[config.mk]
export PLATFORM = sky130hd
export DESIGN_NAME = dcache_ctrl
export DESIGN_NICKNAME = d
export VERILOG_FILES = /design/src/rtl/dcache_pkg.sv /design/src/rtl/dcache_array.sv /design/src/rtl/dcache_ctrl.sv
export SDC_FILE = /design/constraint.sdc
export NUM_CORES = 1
export LEC_CHECK = 0
export CAP_MARGIN = 5
export CORE_ASPECT_RATIO = 1.5
export CORE_MARGIN = 2
export CORE_UTILIZATION = 30
export CTS_CLUSTER_SIZE = 14
export DETAILED_ROUTE_END_ITERATION = 7
export PLACE_DENSITY = 0.45
export SETUP_SLACK_MARGIN = 0.3
export SKIP_LAST_GASP = 1
export SLEW_MARGIN = 10
export SYNTH_ARGS = -nofsm -noshare
export SYNTH_HDL_FRONTEND = slang
export SYNTH_SLANG_ARGS = --single-unit
[constraint.sdc]
create_clock -name clk -period 7.64 [get_ports clk]
set_input_delay 1.528 -clock clk [delete_from_list [all_inputs] [get_ports clk]]
set_output_delay 1.528 -clock clk [all_outputs]
set_load 0.005 [all_outputs]
[src/rtl/dcache_pkg.sv]
// dcache_pkg: shared types and sizing helpers for the direct-mapped data cache
package dcache_pkg;
  localparam int N_LINES = 16;
  localparam int N_AW = 16;
  localparam int N_DW = 16;
  function automatic int idx_w(input int lines);
    return $clog2(lines);
  endfunction
  function automatic int tag_w(input int lines, input int aw);
    return aw - idx_w(lines);
  endfunction
  localparam int N_TW = tag_w(N_LINES, N_AW);
  typedef enum logic [1:0] {IDLE, RD_MISS, WR_THRU} state_t;
  typedef struct packed {
    logic valid;
    logic [N_TW-1:0] tag;
    logic [N_DW-1:0] data;
  } line_t;
endpackage

[src/rtl/dcache_array.sv]
// dcache_array: tag/data line storage, async read, sync write, sync clear of all valid bits
module dcache_array
  import dcache_pkg::*;
#(
  parameter int LINES = N_LINES
) (
  input  logic clk,
  input  logic rst,
  input  logic clr,
  input  logic wr,
  input  logic [idx_w(LINES)-1:0] ridx,
  input  logic [idx_w(LINES)-1:0] widx,
  input  line_t wline,
  output line_t rline
);
  line_t mem [LINES];
  assign rline = mem[ridx];
  // clear follows the write so a fill coinciding with invalidate lands invalid
  always_ff @(posedge clk) begin
    if (wr) mem[widx] <= wline;
    if (rst || clr) for (int i = 0; i < LINES; i++) mem[i].valid <= 1'b0;
  end
endmodule

[src/rtl/dcache_ctrl.sv]
// dcache_ctrl: write-through no-write-allocate cache controller with stall and hit/miss counters
module dcache_ctrl
  import dcache_pkg::*;
#(
  parameter int LINES = N_LINES,
  parameter int AW = N_AW,
  parameter int DW = N_DW
) (
  input  logic clk,
  input  logic rst,
  input  logic re,
  input  logic we,
  input  logic [AW-1:0] addr,
  input  logic [DW-1:0] wdata,
  output logic [DW-1:0] rdata,
  output logic stall,
  input  logic inval,
  output logic mem_re,
  output logic mem_we,
  output logic [AW-1:0] mem_addr,
  output logic [DW-1:0] mem_wdata,
  input  logic [DW-1:0] mem_rdata,
  input  logic mem_rdy,
  output logic [15:0] hit_cnt,
  output logic [15:0] miss_cnt
);
  localparam int IW = idx_w(LINES);
  state_t state, next;
  line_t line, wline;
  logic hit, ld, st, clr, wr, fill_pend, st_done, inval_pend;
  assign ld = re && !we;
  assign st = we;
  assign hit = line.valid && line.tag == addr[AW-1:IW];
  assign rdata = hit ? line.data : '0;
  assign mem_addr = addr;
  assign mem_wdata = wdata;
  assign clr = state == IDLE ? inval : mem_rdy && (inval || inval_pend);
  assign wr = mem_rdy && (state == RD_MISS || (state == WR_THRU && hit));
  assign wline = {1'b1, addr[AW-1:IW], state == RD_MISS ? mem_rdata : wdata};
  dcache_array #(.LINES(LINES)) u_array (
    .clk(clk),
    .rst(rst),
    .clr(clr),
    .wr(wr),
    .ridx(addr[IW-1:0]),
    .widx(addr[IW-1:0]),
    .wline(wline),
    .rline(line)
  );
  always_ff @(posedge clk) state <= rst ? IDLE : next;
  // st_done lets the held store retire for one cycle instead of restarting
  always_comb begin
    next = state;
    if (state == IDLE) next = st && !st_done ? WR_THRU : ld && !hit ? RD_MISS : IDLE;
    else next = mem_rdy ? IDLE : state;
  end
  always_comb begin
    stall = !rst && (state != IDLE || (st && !st_done) || (ld && !hit));
    mem_re = state == RD_MISS;
    mem_we = state == WR_THRU;
  end
  always_ff @(posedge clk) begin
    if (rst) begin
      hit_cnt <= '0;
      miss_cnt <= '0;
      fill_pend <= 1'b0;
      st_done <= 1'b0;
      inval_pend <= 1'b0;
    end else begin
      fill_pend <= state == IDLE ? ld && !hit : fill_pend;
      st_done <= state == WR_THRU && mem_rdy;
      inval_pend <= state != IDLE && !mem_rdy && (inval || inval_pend);
      if (state == IDLE && ld && hit && !fill_pend && hit_cnt != 16'hFFFF) hit_cnt <= hit_cnt + 16'd1;
      if (state == IDLE && ld && !hit && miss_cnt != 16'hFFFF) miss_cnt <= miss_cnt + 16'd1;
    end
  end
endmodule

==> out/qor.csv <==
stage,metric,value,unit
placement,placed_cell_area,0.0231,mm²
route,firstDrtPassIters,5,
logic_synthesis,ys_types,57,
floorplan,core_area,0.0679,mm²
setup_path,cp_data_required_time,6110,ps
floorplan,die-area,0.0707,mm²
logic_synthesis,synth_sequential_area_ratio,0.705,
clocking,clk_pin_slew,60,ps
floorplan,die_height,325,µm
final_layout,nets,1374,
logic_synthesis,synth-edff-count,448,
logic_synthesis,ys_warn_count,0,
worst_hold_path,hold-path-endpoint,u_array.mem[7][28],
global_route,grt_pass1_vias,11900,
worst_hold_path,hp-start,u_array.mem[7][28],
sta,final_max_slew_viol_count,0,
placement,io_buffers,136,
setup_path,path_cells,buf_6 > buf_4 > mux4_2 > mux2i_1 > nor2_1 > nor4_1 > o2111ai_1 > or4_4 > nand2_1 > a31oi_1 > clkdlybuf4s50_1,
logic_synthesis,syn_area,0.0206,mm²
logic_synthesis,synth.top_cells.by_area,"edfxtp_1, mux4_2, dfxtp_1, nand2_1, mux2i_1",
job,max-cap-violations,0,
route,routed_via_density,4.96,
clocking,numClockSinks,501,
power,p_total,5.86,mW
power,leakage,7.82,nW
power,vdd_drop_max,0.000185,V
global_route,grt_max_degree,57,
logic_synthesis,synth_top_area_share,0.654,
route,antenna_left,0,
sta,worst_slack,887,ps
sta,fmax,148,MHz
route,route.vias.total,11200,
power,p_per_area,237,mW/mm²
global_route,grt_pass1_wl,79500,µm
placement,dp_hpwl,32400,µm
final_layout,drive_gt1_frac,0.219,
route,routed_wl,54600,µm
clocking,h-tree-depth,2,
clocking,cts-resized-gates,0,
setup_path,critPathTopFamily,simple AND/OR/NAND/NOR gates,
final_layout,instances_no_fill,2251,
clocking,cts_tree,built,
sta,fin_crit,6750,ps
setup_path,crit_path_end_kind,output pin,
placement,place_congestion,0.734,
clocking,insertion_delay,610,ps
global_route,antenna_found_initial,1,
sta,fin_tns_setup,0,ps
logic_synthesis,synth_area_per_cell,17.6,µm²
clocking,cts_root_buffer,clkbuf_16,
setup_path,critPathArrivalTime,5230,ps
clocking,cts_setup_buffers,0,
logic_synthesis,synthFlopType,edfxtp_1,
sta,hold-worst-slack,455,ps
sta,slew_headroom,0.186,
sta,rsz0062_at_grt,false,
floorplan,num_rows,117,
setup_path,r2r_cells,10,
setup_path,cpMaxStageDelayCell,or4_4,
floorplan,die-width,218,µm
route,drc,0,
logic_synthesis,synth-seq-cells,501,
clocking,numCtsBuffers,52,
global_route,gr-total-overflow,0,
final_layout,post-route-util,0.364,
logic_synthesis,yosysTopAreaCell,edfxtp_1,
sta,fin_skew,19.6,ps
placement,dp.cells,2156,
clocking,ctsHoldBuffers,0,
route,drtIter0Drc,809,
sta,period_share,0.884,
logic_synthesis,ys_async_sr_fraction,0,
global_route,grtUsageTotal,0.155,
sta,hold_violations,0,
worst_hold_path,hold_path.class,register to register,
final_layout,design_area,0.0247,mm²
placement,preCtsSetupSlack,832,ps
final_layout,area_delta_synth_final,20.1,%
sta,setup_violations,0,
logic_synthesis,synth_nets,1224,
logic_synthesis,netlist_instances,1168,
setup_path,cp-start-kind,input port,
setup_path,timing.rr.start,u_array.mem[7][18],
final_layout,n_antenna_cell,0,
floorplan,initial_core_util,0.303,
sta,worst_pin_slew,1220,ps
setup_path,max_stage_delay,790,ps
status,status,completed,
setup_path,regToRegEndpoint,u_array.mem[6][10],
setup_path,critPathMaxFanout,32,
worst_hold_path,hold_depth,2,
setup_path,path_class,input port to output pin,
clocking,cts.path.max_buffers,3,
floorplan,ios,137,
setup_path,rrSetupSlack,3150,ps
route,wl_per_cell,24.2,µm
setup_path,crit_buf_inv,3,
-- registers in the layout, indices dropped and copies added (netlist names) --
register and cells:
u_array.mem 464, fill_pend 1, hit_cnt 16, inval_pend 1, state 2, st_done 1, miss_cnt 16
-- cell families (layout without fill, tap and decap cells) --
family                     after synthesis  after routing  share of synthesized area
buffers and inverters                  103            294                     0.0272
adders and majority gates                2              2                    0.00122
and+or+nand+nor                        279            279                     0.0685
muxes                                  177            177                      0.163
DFF                                    501            501                      0.705
AOI/OAI and AO/OA                       89             89                     0.0276
xor gates and xnor gates                17             17                    0.00724
-- cells in the mapped netlist (all sizes together), types with 22 or more instances --
| cell | number |
|---|---|
| a21oi | 23 |
| dfxtp | 53 |
| nand2 | 94 |
| clkbuf | 37 |
| nand3 | 23 |
| buf | 56 |
| mux2i | 29 |
| edfxtp | 448 |
| mux2 | 24 |
| nor2 | 41 |
| o21ai | 22 |
| mux4 | 124 |
-- placed cells by master, fill, tap and decap left out, types with 8 or more instances in the layout --
cell and n:
edfxtp_1 448, nand3_1 23, buf_4 49, clkdlybuf4s50_1 131
clkbuf_16 53, mux2_2 23, a21oi_1 23, xor2_1 10
clkbuf_1 19, and3_1 8, inv_1 8, nor2_1 34
dfxtp_1 53, clkinv_2 8, nor4_1 11, nor3_1 12
clkinv_1 8, mux2i_1 29, mux4_2 124, nor2b_1 20
nand2b_1 8, or4_1 13, o31ai_1 14, and2_1 17
o21ai_0 20, nand2_1 94
-- where the power goes --
| part | leakage, nW | switching [mW] | total [mW] | internal [mW] |
|---|---|---|---|---|
| clock | 0.799 | 1.08 | 2.50 | 1.42 |
| sequential | 4.46 | 0.00280 | 3.01 | 3.00 |
| combinational | 2.57 | 0.201 | 0.345 | 0.144 |
-- worst min-delay path, delay by kind of cell, from the launching register on --
| kind | cells | cell delay, ps |
|---|---|---|
| flops | 1 | 320 |
| simple gates | 1 | 50 |
| compound gates | 1 | 50 |
-- worst max path at each step --
stage                 start                 to  slack (ps)  depth (start not counted)
floorplan           addr[1]  u_array.mem[2][0]         250                         13
global placement    addr[1]              stall         850                         12
detailed placement  addr[0]              stall         830                         10
CTS                 addr[1]          rdata[10]         830                         11
global route        addr[1]              stall         600                         11
finish              addr[1]              stall         890                         11
-- metal layers --
metal	up-vias	global-route usage	wire, µm
met3	87	0.0240	2320
met2	318	0.277	28700
met1	5830	0.188	21900
met5	-	0	0
met4	0	0.0521	1590
li1	4941	-	-
-- layout make-up --
cell class	count	area, µm²
clock inverter	23	243
inverter	10	37.5
clock buffer	72	1400
sequential	501	14500
fill	6413	43200
tap	892	1120
timing repair buffer	189	1800
multi-input combinational	564	5620
Power figures use the tool's default switching activity.
